==> src/rtl/sha256_pkg.sv <==
// rtl/sha256_pkg.sv - shared constants, state types and padding helpers for the SHA-256 front end
//
// Contents:
//   WORD_W, BLOCK_WORDS, LEN_W          : datapath geometry
//   PAD_MARKER                          : the 0x80 marker byte placed in the top byte of a word
//   LEN_HI_IDX / LEN_LO_IDX / LAST_IDX  : fixed word slots at the tail of a block
//   pad_state_e, tail_e                 : padder FSM state and pending follow-on block kind
//   clamp_nbytes, pad_last_word         : final-word byte handling
package sha256_pkg;

   localparam int WORD_W      = 32;
   localparam int BLOCK_WORDS = 16;
   localparam int LEN_W       = 64;

   localparam logic [WORD_W-1:0] PAD_MARKER = 32'h8000_0000;
   localparam logic [4:0]        LEN_HI_IDX = 5'd14;
   localparam logic [4:0]        LEN_LO_IDX = 5'd15;
   localparam logic [4:0]        LAST_IDX   = 5'd15;

   typedef enum logic [1:0] {
      ST_FILL,
      ST_PAD,
      ST_SEND,
      ST_WAIT
   } pad_state_e;

   // What the block after the current burst has to be built from once the
   // message input has already ended.
   typedef enum logic [1:0] {
      TAIL_NONE,   // more message words follow (or the current block is final)
      TAIL_MARK,   // message ended exactly on a block boundary: marker goes at word 0
      TAIL_ZERO    // marker already sent, no room for the length: zeros + length
   } tail_e;

   // Byte counts above 4 are treated as a full word.
   function automatic logic [2:0] clamp_nbytes(input logic [2:0] nbytes);
      return (nbytes > 3'd4) ? 3'd4 : nbytes;
   endfunction

   // Keeps the valid MSB-aligned bytes of the final word, puts the marker in
   // the first unused byte and clears everything below it.
   function automatic logic [WORD_W-1:0] pad_last_word(input logic [WORD_W-1:0] w,
                                                       input logic [2:0]        nbytes);
      logic [WORD_W-1:0] r;
      case (clamp_nbytes(nbytes))
         3'd0:    r = PAD_MARKER;
         3'd1:    r = {w[31:24], 24'h80_0000};
         3'd2:    r = {w[31:16], 16'h8000};
         3'd3:    r = {w[31:8],  8'h80};
         default: r = w;
      endcase
      return r;
   endfunction

endpackage

==> src/rtl/sha256_msg_padder_if.sv <==
// rtl/sha256_msg_padder_if.sv - message input and core write-burst signals of the padder
//
// Signals:
//   in_data/in_valid/in_last/in_nbytes/in_ready : byte-message word stream into the padder
//   busy                                        : core compressing, gates burst start
//   data/write_enable/first_block/last_block    : 16-word block burst towards the core
// Modports:
//   slave  : the padder
//   master : the message source and core side
interface sha256_msg_padder_if;
   import sha256_pkg::*;

   logic [WORD_W-1:0] in_data;
   logic              in_valid;
   logic              in_last;
   logic [2:0]        in_nbytes;
   logic              in_ready;
   logic              busy;
   logic [WORD_W-1:0] data;
   logic              write_enable;
   logic              first_block;
   logic              last_block;

   modport slave (
      input  in_data, in_valid, in_last, in_nbytes, busy,
      output in_ready, data, write_enable, first_block, last_block
   );

   modport master (
      output in_data, in_valid, in_last, in_nbytes, busy,
      input  in_ready, data, write_enable, first_block, last_block
   );

endinterface

==> src/rtl/sha256_block_buffer.sv <==
// rtl/sha256_block_buffer.sv - 16x32 block register file with one write and one read port
//
// Ports:
//   clk     : clock
//   wr_en   : write strobe
//   wr_idx  : write word index
//   wr_data : write word
//   rd_idx  : read word index (send counter)
//   rd_data : combinational read word
module sha256_block_buffer
   import sha256_pkg::*;
(
   input  logic              clk,
   input  logic              wr_en,
   input  logic [3:0]        wr_idx,
   input  logic [WORD_W-1:0] wr_data,
   input  logic [3:0]        rd_idx,
   output logic [WORD_W-1:0] rd_data
);

   // Every slot is rewritten before each burst, so the storage needs no reset.
   logic [WORD_W-1:0] mem_q [BLOCK_WORDS];

   always_ff @(posedge clk) begin
      if (wr_en) begin
         mem_q[wr_idx] <= wr_data;
      end
   end

   assign rd_data = mem_q[rd_idx];

endmodule

==> src/rtl/sha256_msg_padder.sv <==
// rtl/sha256_msg_padder.sv - FIPS 180-4 message padder feeding 16-word block bursts to the core
//
// Ports:
//   clk   : clock, rising edge
//   reset : asynchronous active-high reset; discards any message in flight
//   bus   : sha256_msg_padder_if.slave (message input, busy, block burst output)
module sha256_msg_padder
   import sha256_pkg::*;
(
   input  logic               clk,
   input  logic               reset,
   sha256_msg_padder_if.slave bus
);

   pad_state_e        state_q;
   tail_e             tail_q;
   logic [4:0]        wptr_q;
   logic [4:0]        scnt_q;
   logic [LEN_W-1:0]  len_q;
   logic              first_q;     // next burst is the message's first block
   logic              final_q;     // buffered block carries the length
   logic              mark_q;      // marker still to be written at wptr
   logic              fit_q;       // marker landed early enough for the length to fit
   logic              wait_q;
   logic              in_ready_q;
   logic              we_q;
   logic              first_block_q;
   logic              last_block_q;
   logic [WORD_W-1:0] data_q;

   logic              accept;
   logic [2:0]        word_nbytes;
   logic              wr_en;
   logic [WORD_W-1:0] wr_data;
   logic [WORD_W-1:0] rd_data;

   assign accept      = bus.in_valid && in_ready_q;
   assign word_nbytes = bus.in_last ? clamp_nbytes(bus.in_nbytes) : 3'd4;

   // Buffer write port: input words while filling, generated words while padding.
   always_comb begin
      wr_en   = 1'b0;
      wr_data = '0;
      if (accept) begin
         wr_en   = 1'b1;
         wr_data = bus.in_last ? pad_last_word(bus.in_data, bus.in_nbytes) : bus.in_data;
      end else if (state_q == ST_PAD && !wptr_q[4]) begin
         wr_en = 1'b1;
         if (mark_q) begin
            wr_data = PAD_MARKER;
         end else if (fit_q && wptr_q == LEN_HI_IDX) begin
            wr_data = len_q[LEN_W-1:WORD_W];
         end else if (fit_q && wptr_q == LEN_LO_IDX) begin
            wr_data = len_q[WORD_W-1:0];
         end
      end
   end

   sha256_block_buffer u_buf (
      .clk     (clk),
      .wr_en   (wr_en),
      .wr_idx  (wptr_q[3:0]),
      .wr_data (wr_data),
      .rd_idx  (scnt_q[3:0]),
      .rd_data (rd_data)
   );

   always_ff @(posedge clk or posedge reset) begin
      if (reset) begin
         state_q       <= ST_FILL;
         tail_q        <= TAIL_NONE;
         wptr_q        <= '0;
         scnt_q        <= '0;
         len_q         <= '0;
         first_q       <= 1'b1;
         final_q       <= 1'b0;
         mark_q        <= 1'b0;
         fit_q         <= 1'b0;
         wait_q        <= 1'b0;
         in_ready_q    <= 1'b0;
         we_q          <= 1'b0;
         first_block_q <= 1'b0;
         last_block_q  <= 1'b0;
         data_q        <= '0;
      end else begin
         in_ready_q <= 1'b0;
         case (state_q)
            ST_FILL, ST_PAD: begin
               if (wptr_q[4]) begin
                  // Block complete: word 0 leaves on the same edge the burst is
                  // committed, so the core sees it one cycle after busy drops.
                  if (!bus.busy) begin
                     state_q       <= ST_SEND;
                     data_q        <= rd_data;
                     we_q          <= 1'b1;
                     first_block_q <= first_q;
                     last_block_q  <= final_q;
                     first_q       <= 1'b0;
                     scnt_q        <= 5'd1;
                  end
               end else if (state_q == ST_FILL) begin
                  in_ready_q <= 1'b1;
                  if (accept) begin
                     wptr_q <= wptr_q + 5'd1;
                     len_q  <= len_q + LEN_W'({word_nbytes, 3'b000});
                     if (bus.in_last) begin
                        in_ready_q <= 1'b0;
                        if (word_nbytes == 3'd4) begin
                           // Marker goes into the slot after this word.
                           if (wptr_q == LAST_IDX) begin
                              tail_q <= TAIL_MARK;
                           end else begin
                              mark_q  <= 1'b1;
                              state_q <= ST_PAD;
                           end
                        end else begin
                           fit_q <= (wptr_q < LEN_HI_IDX);
                           if (wptr_q == LAST_IDX) begin
                              tail_q <= TAIL_ZERO;
                           end else begin
                              state_q <= ST_PAD;
                           end
                        end
                     end else if (wptr_q == LAST_IDX) begin
                        in_ready_q <= 1'b0;
                     end
                  end
               end else begin
                  wptr_q <= wptr_q + 5'd1;
                  if (mark_q) begin
                     mark_q <= 1'b0;
                     fit_q  <= (wptr_q < LEN_HI_IDX);
                  end
                  if (wptr_q == LAST_IDX) begin
                     if (mark_q || !fit_q) begin
                        tail_q <= TAIL_ZERO;
                     end else begin
                        final_q <= 1'b1;
                     end
                  end
               end
            end

            ST_SEND: begin
               first_block_q <= 1'b0;
               last_block_q  <= 1'b0;
               if (scnt_q[4]) begin
                  we_q    <= 1'b0;
                  data_q  <= '0;
                  scnt_q  <= '0;
                  wait_q  <= 1'b0;
                  state_q <= ST_WAIT;
               end else begin
                  data_q <= rd_data;
                  we_q   <= 1'b1;
                  scnt_q <= scnt_q + 5'd1;
               end
            end

            ST_WAIT: begin
               // First cycle is unconditional: the core's busy may still be low.
               if (!wait_q) begin
                  wait_q <= 1'b1;
               end else if (final_q) begin
                  if (!bus.busy) begin
                     state_q    <= ST_FILL;
                     wptr_q     <= '0;
                     len_q      <= '0;
                     first_q    <= 1'b1;
                     final_q    <= 1'b0;
                     in_ready_q <= 1'b1;
                  end
               end else if (tail_q != TAIL_NONE) begin
                  // Padding-only blocks are built while the core works; the
                  // burst itself still waits for busy to clear.
                  state_q <= ST_PAD;
                  wptr_q  <= '0;
                  mark_q  <= (tail_q == TAIL_MARK);
                  fit_q   <= 1'b1;
                  tail_q  <= TAIL_NONE;
               end else if (!bus.busy) begin
                  state_q    <= ST_FILL;
                  wptr_q     <= '0;
                  in_ready_q <= 1'b1;
               end
            end

            default: state_q <= ST_FILL;
         endcase
      end
   end

   assign bus.in_ready     = in_ready_q;
   assign bus.data         = data_q;
   assign bus.write_enable = we_q;
   assign bus.first_block  = first_block_q;
   assign bus.last_block   = last_block_q;

endmodule

==> src/flat_wrapper.sv <==
// flat-port wrapper written by rule: the top's interface ports become plain ports
module sha256_msg_padder_flat import sha256_pkg::*;
  (clk, reset, bus_in_data, bus_in_valid, bus_in_last, bus_in_nbytes, bus_busy, bus_in_ready, bus_data, bus_write_enable, bus_first_block, bus_last_block);
  sha256_msg_padder_if bus_i ();
  input  logic clk;
  input  logic reset;
  input wire logic [$bits(bus_i.in_data)-1:0] bus_in_data;
  input wire logic [$bits(bus_i.in_valid)-1:0] bus_in_valid;
  input wire logic [$bits(bus_i.in_last)-1:0] bus_in_last;
  input wire logic [$bits(bus_i.in_nbytes)-1:0] bus_in_nbytes;
  input wire logic [$bits(bus_i.busy)-1:0] bus_busy;
  output wire logic [$bits(bus_i.in_ready)-1:0] bus_in_ready;
  output wire logic [$bits(bus_i.data)-1:0] bus_data;
  output wire logic [$bits(bus_i.write_enable)-1:0] bus_write_enable;
  output wire logic [$bits(bus_i.first_block)-1:0] bus_first_block;
  output wire logic [$bits(bus_i.last_block)-1:0] bus_last_block;
  assign bus_i.in_data = bus_in_data;
  assign bus_i.in_valid = bus_in_valid;
  assign bus_i.in_last = bus_in_last;
  assign bus_i.in_nbytes = bus_in_nbytes;
  assign bus_i.busy = bus_busy;
  assign bus_in_ready = bus_i.in_ready;
  assign bus_data = bus_i.data;
  assign bus_write_enable = bus_i.write_enable;
  assign bus_first_block = bus_i.first_block;
  assign bus_last_block = bus_i.last_block;
  sha256_msg_padder u_core (.clk(clk), .reset(reset), .bus(bus_i));
endmodule
==> config.mk <==
export PLATFORM = sky130hd
export DESIGN_NAME = sha256_msg_padder_flat
export DESIGN_NICKNAME = d
export VERILOG_FILES = /design/src/rtl/sha256_pkg.sv /design/src/rtl/sha256_msg_padder_if.sv /design/src/rtl/sha256_block_buffer.sv /design/src/rtl/sha256_msg_padder.sv /design/src/flat_wrapper.sv
export SDC_FILE = /design/constraint.sdc
export NUM_CORES = 1
export LEC_CHECK = 0
export CORE_UTILIZATION = 40
export DETAILED_ROUTE_END_ITERATION = 10
export SYNTH_ARGS = -nofsm -noshare
export SYNTH_HDL_FRONTEND = slang
export SYNTH_SLANG_ARGS = --single-unit
==> constraint.sdc <==
create_clock -name clk -period 4 [get_ports clk]
set_clock_uncertainty 0.2 [all_clocks]
set_input_delay 0.8 -clock clk [delete_from_list [all_inputs] [get_ports clk]]
set_output_delay 0.8 -clock clk [all_outputs]
set_load 0.02 [all_outputs]
==> qor.tcl, run 1 <==
set qor(power.net_switching_mw) 5.66
set qor(timing.final.hold_violations) 0
set qor(slew_headroom_pct) 39.7
set qor(clockBufferDepth) 3
set qor(final_common_cell) {edfxtp_1}
set qor(number_of_detailed_routing_iterations_run_before_antenna_repair) 5
set qor(fp.coreArea_mm2) 0.0634
set qor(htreeDepth) 2
set qor(wl_mm) 61.9
set qor(power_report.internal_total_mw) 13.7
set qor(area_delta_synth_final_pct) 17.8
set qor(grt_max_degree) 83
set qor(rr_startpoint) {u_core.wptr_q[1]}
set qor(layout.cell_area.non_filler_mm2) 0.0304
set qor(antenna_violations_before_repair) 2
set qor(layout.cells.most_common_list) {edfxtp_1, mux4_2, o21ai_0, dfrtp_1, nand2_1}
set qor(fp.dieArea_mm2) 0.0656
set qor(power-per-cell-area_mw_per_mm2) 638
set qor(place.detailed.hpwl_mm) 35.0
set qor(timing_worst_setup_path_type) {reg -> reg}
set qor(grt_remaining_overflow) 0
set qor(net_count_reported_at_finish) 1727
set qor(synth-seq-cells) 628
set qor(via_count) 14666
set qor(fillers) 5284
set qor(place_inst) 2461
set qor(ys_top_cells_by_area) {edfxtp_1, mux4_2, dfrtp_1, mux2i_1, o21ai_0}
set qor(number_of_setup_violations_in_the_final_report) 0
set qor(drt_first_iter_violations) 1370
set qor(synth.net_count) 1601
set qor(fmax_mhz) 299
set qor(routedWlPerCell_um) 24.0
set qor(holdCritPathClass) {reg -> reg}
set qor(cp.arrival_ps) 3610
set qor(unrepaired_setup_endpoints_after_global_routing) {no}
set qor(grt_usage_pct) 18.8
set qor(cts.root.buffer_cell) {clkbuf_16}
set qor(final_util_pct) 48.0
set qor(setup_total_negative_slack_ps) 0
set qor(grt_first_pass_wirelength_mm) 92.3
set qor(seq_power_share_pct) 42.8
set qor(outcome) {completed}
set qor(finalMaxSlewViolations) 0
set qor(synth_cells) 1551
set qor(later_pin_clock_latency_in_the_skew_report_ps) 630
set qor(antenna_left) 0
set qor(drv_cap) 0
set qor(synth_top_area_share_pct) 59.5
set qor(async_reset_ff_share_pct) 18.5
set qor(synth_top_area_cell) {edfxtp_1}
set qor(place.gp.congestion) 0.845
set qor(post_cts_resized) 0
set qor(synth_enable_flop_cells) 512
set qor(cts_num_sinks) 628
set qor(synth.avg_cell_area_um2) 16.7
set qor(instances_no_fill) 2576
set qor(tritoncts.num_buffers) 60
set qor(power.combinational.fraction_pct) 26.4
set qor(ys_warn_count) 0
set qor(final_layout_size_suffix_gt1_share_pct) 19.5
set qor(drc) 0
set qor(clkTransAtPathRegs_ps) 60
set qor(post_synth_instance_area_mm2) 0.0258
set qor(hold_path_startpoint) {u_core.bus.data[20]}
set qor(timing.final.crit_share_pct) 83.5
set qor(grt_pass1_vias) 14589
set qor(synth.lib_cells_used.distinct) 56
set qor(die_width_um) 256
set qor(worst_pin_slew_ps) 901
set qor(cp.required_ps) 4270
set qor(critical_path.startpoint) {u_core.wptr_q[1]}
set qor(final_period_minus_worst_setup_slack_ps) 3340
set qor(dieHeight_um) 256
set qor(synth_top_flop_cell) {edfxtp_1}
set qor(clockPowerShare_pct) 30.8
set qor(io_pins) 76
set qor(crit_fanout) 30
set qor(row_count) 92
set qor(cts_post_setup_buffers_inserted) 0
set qor(placedInstanceArea_mm2) 0.0283
set qor(worstSetupEndpointType) {flop}
set qor(critical_path.startpoint_type) {flop}
set qor(total_leakage_power_nw) 10.1
set qor(cts_tree) {done}
set qor(initial_core_util_pct) 40.7
set qor(cts.hold.buffers_added) 0
set qor(drt_via_density) 5.69
set qor(vdd_ir_drop_max_v) 0.000399
set qor(fin_total_pwr_mw) 19.4
set qor(synth_seq_area_share_pct) 70.8
set qor(number_of_input_and_output_port_buffers_inserted) 75
set qor(power.share.switching_pct) 29.2
[power by group through the flow]
stage	logic, mW	registers (mW)	clock network (mW)
2_1_floorplan	3.50	8.27	0
3_3_place_gp	5.14	8.43	0
3_5_place_dp	5.20	8.45	0
4_1_cts	5.21	8.31	6.08
5_1_grt	5.51	8.37	6.31
6_report	5.12	8.30	5.98
[final timing paths]
check / endpoint / slack (ps) / depth (start not counted)
setup / recovery: u_core.u_buf.mem_q[1][12] / 660 / 8
hold / removal: u_core.bus.data[20] / 290 / 2
setup reg to reg: u_core.u_buf.mem_q[1][12] / 660 / 8
hold reg to reg: u_core.bus.data[20] / 290 / 2
max in group asynchronous: u_core.scnt_q[1] / 2610 / 3
min in group asynchronous: u_core.tail_q[0] / 450 / 3
[area by class of cell]
| type | count | area [um2] | area share [%] |
|---|---|---|---|
| multi-input combinational | 823 | 7300 | 24.0 |
| timing repair buffer | 152 | 1630 | 5.35 |
| antenna | 1 | 2.50 | 0.00822 |
| clock inverter | 37 | 493 | 1.62 |
| clock buffer | 77 | 1610 | 5.28 |
| tap | 846 | 1060 | 3.48 |
| sequential | 628 | 18300 | 60.1 |
| inverter | 12 | 48.8 | 0.160 |
[synthesized netlist by cell type (all sizes together) (14+ instances only)]
cell type	number
a21oi	81
a2bb2oi	32
and3	33
buf	19
clkbuf	69
dfrtp	115
edfxtp	512
mux2i	65
mux4	128
nand2	95
nand3	33
nand4	26
nor2	54
nor3	15
o21ai	117
o31ai	14
or3	27
[through the flow]
stage          hold WS, ps  worst slack (ps)
3_5_place_dp           287               137
3_3_place_gp           276               251
5_1_grt                330               430
2_1_floorplan          257               687
6_report               292               659
4_1_cts                301               693
[flip-flops by register name, summed over array words and instances (netlist names)]
register / cells
u_core.first_q: 1
u_core.fit_q: 1
u_core.bus.in_ready: 1
u_core.len_q: 61
u_core.wptr_q: 5
u_core.tail_q: 2
u_core.wait_q: 1
u_core.scnt_q: 5
u_core.bus.first_block: 1
u_core.u_buf.mem_q: 512
u_core.state_q: 2
u_core.bus.write_enable: 1
u_core.bus.data: 32
u_core.mark_q: 1
u_core.bus.last_block: 1
u_core.final_q: 1
[worst max-delay path, cell delays in order, from the launching register on]
cell and delay (ps):
dfrtp_1 440, ha_1 280, and3_1 190, ha_1 260
and2_1 730, and3_1 280, a21oi_1 40, o21ai_0 440
buf_4 300
[layer usage]
layer,part of all wire [%],GRT usage [%]
met1,44,26.5
met5,0,0
met3,5.6,2.78
met2,49,31.1
met4,1.6,4.14
[cell families after synthesis]
family	Yosys count	share of synthesized area, %
DFF	628	70.8
and+or+nand+nor	332	6.74
AOI/OAI and AO/OA	271	6.18
muxes	194	13.7
buffers and inverters	100	1.52
xor gates and xnor gates	16	0.543
adders and majority gates	10	0.514
No activity file was read; power rests on OpenSTA's default activity.
==> run 2, diff against run 1 <==
==> constraint.sdc (replaced) <==
create_clock -name clk -period 2.9 [get_ports clk]
set_clock_uncertainty 0.2 [all_clocks]
set_input_delay 0.58 -clock clk [delete_from_list [all_inputs] [get_ports clk]]
set_output_delay 0.58 -clock clk [all_outputs]
set_load 0.02 [all_outputs]
==> run 2 against run 1 <==
Via count grew 2.3%. Sequential cell count is the same. Power grew 42%. Critical path type is now in -> reg. Non-clock buffer count grew 77. Critical path depth grew 3. First-iteration DRC count shrank 17%. Register-to-register slack lost 450 ps. Combinational power grew 49%. Critical endpoint is now u_core.len_q[55]. Global-route usage grew 1.1 points. Design area grew 3.5%. Final cell count grew 3.4%. Sequential power grew 36%.
==> qor.tcl, run 2 (synthesis results as in run 1) <==
set qor(unrepaired_setup_endpoints_after_global_routing) {no} ;# unchanged
set qor(worst_pin_slew_ps) 741 ;# was 901 ps
set qor(number_of_detailed_routing_iterations_run_before_antenna_repair) 7 ;# was 5
set qor(timing_worst_setup_path_type) {in -> reg} ;# was reg -> reg
set qor(cts_num_sinks) 628 ;# unchanged
set qor(finalMaxSlewViolations) 0 ;# unchanged
set qor(drt_first_iter_violations) 1137 ;# was 1370
set qor(cp.required_ps) 3220 ;# was 4270 ps
set qor(grt_max_degree) 74 ;# was 83
set qor(finalWorstSetupSlack_ps) 112 ;# was 659 ps
set qor(fp.dieArea_mm2) 0.0656 ;# unchanged
set qor(routedWlPerCell_um) 24.2 ;# was 24.0 um
set qor(total_leakage_power_nw) 10.7 ;# was 10.1 nW
set qor(initial_core_util_pct) 40.7 ;# unchanged
set qor(dieHeight_um) 256 ;# unchanged
set qor(number_of_setup_violations_in_the_final_report) 0 ;# unchanged
set qor(layout.cells.most_common_list) {edfxtp_1, mux4_2, o21ai_0, dfrtp_1, buf_4} ;# was edfxtp_1, mux4_2, o21ai_0, dfrtp_1, nand2_1
set qor(wl_mm) 64.4 ;# was 61.9 mm
set qor(antenna_left) 0 ;# unchanged
set qor(cts_tree) {done} ;# unchanged
set qor(timing.final.hold_violations) 0 ;# unchanged
set qor(regToRegSetupSlack_ps) 210 ;# was 660 ps
set qor(grt_pass1_vias) 15470 ;# was 14589
set qor(fp.coreArea_mm2) 0.0634 ;# unchanged
set qor(grt_remaining_overflow) 0 ;# unchanged
set qor(drv_cap) 0 ;# unchanged
set qor(worstSetupEndpointType) {flop} ;# unchanged
set qor(power-per-cell-area_mw_per_mm2) 875 ;# was 638 mW/mm2
set qor(via_count) 15010 ;# was 14666
set qor(fin_total_pwr_mw) 27.6 ;# was 19.4 mW
set qor(timing.final.crit_share_pct) 96.1
set qor(antenna_violations_before_repair) 2 ;# unchanged
set qor(drc) 0 ;# unchanged
set qor(final_layout_size_suffix_gt1_share_pct) 23.5 ;# was 19.5%
set qor(tritoncts.num_buffers) 68 ;# was 60
set qor(largest_register_ffs) 512 ;# unchanged
set qor(regMostFlops) {u_core.u_buf.mem_q} ;# unchanged
set qor(later_pin_clock_latency_in_the_skew_report_ps) 610 ;# was 630 ps
set qor(holdCritPathClass) {reg -> reg} ;# unchanged
set qor(instances_no_fill) 2663 ;# was 2576
set qor(place_inst) 2534 ;# was 2461
set qor(crit_fanout) 6 ;# was 30
set qor(final_common_cell) {edfxtp_1} ;# unchanged
set qor(htreeDepth) 3 ;# was 2
set qor(io_pins) 76 ;# unchanged
set qor(area_delta_synth_final_pct) 22.0 ;# was 17.8%
set qor(cp.arrival_ps) 3110 ;# was 3610 ps
set qor(cts.root.buffer_cell) {clkbuf_16} ;# unchanged
set qor(die_width_um) 256 ;# unchanged
set qor(number_of_input_and_output_port_buffers_inserted) 75 ;# unchanged
set qor(row_count) 92 ;# unchanged
set qor(critical_path.startpoint_type) {input pin} ;# was flop
set qor(outcome) {completed} ;# unchanged
set qor(place.gp.congestion) 0.869 ;# was 0.845
set qor(vdd_ir_drop_max_v) 0.000525 ;# was 0.000399 V
set qor(clkTransAtPathRegs_ps) 60 ;# about the same
set qor(net_count_reported_at_finish) 1812 ;# was 1727
set qor(grt_first_pass_wirelength_mm) 97.6 ;# was 92.3 mm
set qor(pre_cts_ws_ps) -620 ;# was 137 ps
set qor(drt_via_density) 5.64 ;# was 5.69
set qor(fmax_mhz) 359
set qor(slew_headroom_pct) 50.2 ;# was 39.7%
set qor(final_period_minus_worst_setup_slack_ps) 2790
set qor(grt_usage_pct) 19.9 ;# was 18.8%
set qor(clockBufferDepth) 3 ;# unchanged
set qor(place.detailed.hpwl_mm) 40.1 ;# was 35.0 mm
[run 2: final timing paths]
| kind | startpoint | endpoint | cells past startpoint |
|---|---|---|---|
| max in group asynchronous | reset | u_core.bus.data[21] | 4 |
| min in group asynchronous | reset | u_core.bus.in_ready | 3 |
| min | u_core.bus.first_block | u_core.bus.first_block | 2 |
| min reg2reg | u_core.bus.first_block | u_core.bus.first_block | 2 |
| max reg2reg | u_core.wptr_q[0] | u_core.u_buf.mem_q[5][23] | 10 |
| max | bus_in_last | u_core.len_q[55] | 11 |
[run 2: cell type report]
type / instances / area [um2]
antenna: 1 / 2.50
timing repair buffer: 229 / 2520
tap: 846 / 1060
clock inverter: 31 / 304
clock buffer: 93 / 1930
fill: 5224 / 31900
inverter: 12 / 48.8
multi-input combinational: 823 / 7340
sequential: 628 / 18300
[run 2: worst max-delay path: stages]
cell	delay (ps)
clkdlybuf4s50_1	490
nor2b_4	180
and2_1	140
ha_2	200
fa_2	220
a21oi_2	80
nor3_4	170
nand4_1	210
buf_6	190
or4_1	470
a21oi_1	160
[run 2: timing repair]
item | CTS | global route
buffers inserted | 0 | 2
pin swaps | 0 | 3
endpoints found under the setup margin | 112 | 57
gates cloned | 0 | 1
hold buffers | 1 | 0
resized for setup | 1 | 8
hold endpoints to repair | 1 | 0
[run 2: where the power goes]
| group | total, mW | internal (mW) | leakage (nW) | switching, mW |
|---|---|---|---|---|
| registers | 11.3 | 10.7 | 6.16 | 0.654 |
| logic | 7.65 | 3.78 | 3.47 | 3.87 |
| clock network | 8.58 | 5.07 | 1.08 | 3.51 |
[run 2: metal layers]
layer  wire length, um  GRT usage (%)
met1             27600           26.7
met2             32000           33.2
met3              3390           3.27
met4              1410           6.05
met5                 0              0
[run 2: through the flow]
stage / utilization, % / area, um2 / hold slack, ps / TNS [ps]
after floorplan: - / 25900 / 257 / -111020
after global placement: 46.0 / 29200 / 267 / -29300
after detailed placement: 46.0 / 29200 / 273 / -50100
after CTS: 49.6 / 31400 / 285 / 0
after global routing: 49.7 / 31500 / 309 / 0
final: 49.7 / 31500 / 280 / 0
==> run 3, diff against run 2 <==
--- a/config.mk
+++ b/config.mk
@@ -5,8 +5,10 @@
 export SDC_FILE = /design/constraint.sdc
 export NUM_CORES = 1
 export LEC_CHECK = 0
-export CORE_UTILIZATION = 40
+export CORE_UTILIZATION = 28
 export DETAILED_ROUTE_END_ITERATION = 10
+export GPL_ROUTABILITY_DRIVEN = 0
 export SYNTH_ARGS = -nofsm -noshare
 export SYNTH_HDL_FRONTEND = slang
 export SYNTH_SLANG_ARGS = --single-unit
+export TNS_END_PERCENT = 100
==> run 3 against run 2 <==
Combinational power up 1%. Critical endpoint is now u_core.len_q[53]. Design area up 1.4%. Critical path type unchanged. Largest power group unchanged. Clock power down 0.8%.
==> qor.tcl, run 3 (synthesis results as in run 1) <==
set qor(outcome) {completed} ;# unchanged
set qor(cts.hold.buffers_added) 0 ;# was 1
set qor(instances_no_fill) 3001 ;# was 2663
set qor(later_pin_clock_latency_in_the_skew_report_ps) 610 ;# about the same
set qor(setup_total_negative_slack_ps) 0 ;# unchanged
set qor(number_of_detailed_routing_iterations_run_before_antenna_repair) 7 ;# unchanged
set qor(worst_path_dominant_cell_family) {simple AND/OR/NAND/NOR gates} ;# unchanged
set qor(fin_total_pwr_mw) 27.6 ;# about the same
set qor(worstSetupEndpointType) {flop} ;# unchanged
set qor(cts_num_sinks) 628 ;# unchanged
set qor(routedWlPerCell_um) 21.8 ;# was 24.2 um
set qor(number_of_input_and_output_port_buffers_inserted) 75 ;# unchanged
set qor(final_period_minus_worst_setup_slack_ps) 2780 ;# was 2790 ps
set qor(antenna_left) 0 ;# unchanged
set qor(grt_first_pass_wirelength_mm) 99.4 ;# was 97.6 mm
set qor(drv_cap) 0 ;# unchanged
set qor(place_inst) 2879 ;# was 2534
set qor(finalWorstSetupSlack_ps) 119 ;# was 112 ps
set qor(htreeDepth) 3 ;# unchanged
set qor(timing_worst_setup_path_type) {in -> reg} ;# unchanged
set qor(io_pins) 76 ;# unchanged
set qor(drt_first_iter_violations) 1366 ;# was 1137
set qor(regMostFlops) {u_core.u_buf.mem_q} ;# unchanged
set qor(fp.coreArea_mm2) 0.0915 ;# was 0.0634 mm2
set qor(grt_remaining_overflow) 0 ;# unchanged
set qor(total_leakage_power_nw) 10.7 ;# about the same
set qor(slowest_delay_ps) 470 ;# was 490 ps
set qor(cp.arrival_ps) 3110 ;# about the same
set qor(timing.critical_path.cells) {clkdlybuf4s50_1 -> nor2b_1 -> and2_1 -> ha_2 -> fa_2 -> a21oi_2 -> nor3_4 -> nand4_1 -> buf_4 -> or4_1 -> a21oi_1} ;# was clkdlybuf4s50_1 -> nor2b_4 -> and2_1 -> ha_2 -> fa_2 -> a21oi_2 -> nor3_4 -> nand4_1 -> buf_6 -> or4_1 -> a21oi_1
set qor(wl_mm) 65.3 ;# was 64.4 mm
set qor(initial_core_util_pct) 28.2 ;# was 40.7%
set qor(cts_tree) {done} ;# unchanged
set qor(final_common_cell) {edfxtp_1} ;# unchanged
set qor(layout.cells.most_common_list) {edfxtp_1, mux4_2, o21ai_0, dfrtp_1, buf_4} ;# unchanged
set qor(final_util_pct) 34.9 ;# was 49.7%
set qor(finalMaxSlewViolations) 0 ;# unchanged
set qor(clkTransAtPathRegs_ps) 60 ;# about the same
set qor(crit_fanout) 13 ;# was 6
set qor(fp.dieArea_mm2) 0.0934 ;# was 0.0656 mm2
set qor(critical_path.n_buffers_inverters) 2 ;# unchanged
set qor(timing.final.hold_violations) 0 ;# unchanged
set qor(dieHeight_um) 306 ;# was 256 um
set qor(cts.root.buffer_cell) {clkbuf_16} ;# unchanged
set qor(holdCritPathClass) {in -> async} ;# was reg -> reg
set qor(place.detailed.hpwl_mm) 42.0 ;# was 40.1 mm
set qor(timing.final.crit_share_pct) 95.9 ;# was 96.1%
set qor(vdd_ir_drop_max_v) 0.000457 ;# was 0.000525 V
set qor(slew_headroom_pct) 41.3 ;# was 50.2%
set qor(net_count_reported_at_finish) 1812 ;# unchanged
set qor(drt_via_density) 5.04 ;# was 5.64
set qor(grt_usage_pct) 14.1 ;# was 19.9%
set qor(grt_max_degree) 38 ;# was 74
set qor(grt_pass1_vias) 15592 ;# was 15470
set qor(tritoncts.num_buffers) 67 ;# was 68
set qor(critical_path.startpoint_type) {input pin} ;# unchanged
set qor(area_delta_synth_final_pct) 23.7 ;# was 22.0%
set qor(number_of_setup_violations_in_the_final_report) 0 ;# unchanged
set qor(row_count) 111 ;# was 92
set qor(die_width_um) 306 ;# was 256 um
set qor(clockBufferDepth) 3 ;# unchanged
set qor(fmax_mhz) 360 ;# was 359 MHz
set qor(final_layout_size_suffix_gt1_share_pct) 23.7 ;# was 23.5%
set qor(via_count) 15133 ;# was 15010
set qor(cp.required_ps) 3230 ;# was 3220 ps
set qor(largest_register_ffs) 512 ;# unchanged
set qor(worst_pin_slew_ps) 881 ;# was 741 ps
set qor(diodes_inserted) 0 ;# was 1
set qor(power-per-cell-area_mw_per_mm2) 865 ;# was 875 mW/mm2
set qor(drc) 0 ;# unchanged
set qor(antenna_violations_before_repair) 1 ;# was 2
set qor(critical-path-slowest-cell) {clkdlybuf4s50_1} ;# unchanged
set qor(pre_cts_ws_ps) -490 ;# was -620 ps
[run 3: cell count changes in the layout (fill, tap and decap cells not counted), moves of 4 or more]
cell	before	now
clkbuf_16	72	67
clkinv_2	7	13
clkinvlp_4	7	3
buf_12	49	53
[run 3: path summary, 6_finish.rpt]
kind,endpoint,cells past startpoint,startpoint,slack (ps)
setup / recovery,u_core.len_q[53],11,bus_in_last,120
hold / removal,u_core.wait_q,2,reset,190
setup reg to reg,u_core.u_buf.mem_q[2][11],9,u_core.wptr_q[0],160
hold reg to reg,u_core.bus.data[12],2,u_core.bus.data[12],300
max in group asynchronous,u_core.first_q,3,reset,1640
min in group clk,u_core.bus.data[12],2,u_core.bus.data[12],300
[run 3: final cells by class]
class | instances | area (um2)
clock buffer | 85 | 1790
fill | 8499 | 59600
clock inverter | 37 | 413
inverter | 12 | 48.8
timing repair buffer | 230 | 2580
sequential | 628 | 18300
multi-input combinational | 823 | 7340
tap | 1186 | 1480
[run 3: power breakdown]
part	internal [mW]	total [mW]	leakage, nW	switching (mW)
Combinational	3.80	7.76	3.48	3.96
Sequential	10.7	11.4	6.16	0.665
Clock	4.92	8.51	1.08	3.59
Total	19.4	27.6	10.7	8.21
[run 3: metrics by stage]
step / cell area [um2] / hold slack, ps
after detailed placement: 29700 / 294
after CTS: 31900 / 183
final: 31900 / 195
after floorplan: 25900 / 257
after global routing: 31900 / 215
after global placement: 29700 / 289
[run 3: layer usage]
layer  GRT usage, %  share of wire, %
met2           23.0                49
met5              0                 0
met1           19.2                44
met3           2.60               5.7
met4           3.55               1.8
[run 3: timing repair]
| action | in CTS | in global routing |
|---|---|---|
| resized for setup | 1 | 4 |
| setup endpoints to repair | 16 | 49 |
| buffers inserted | 0 | 0 |
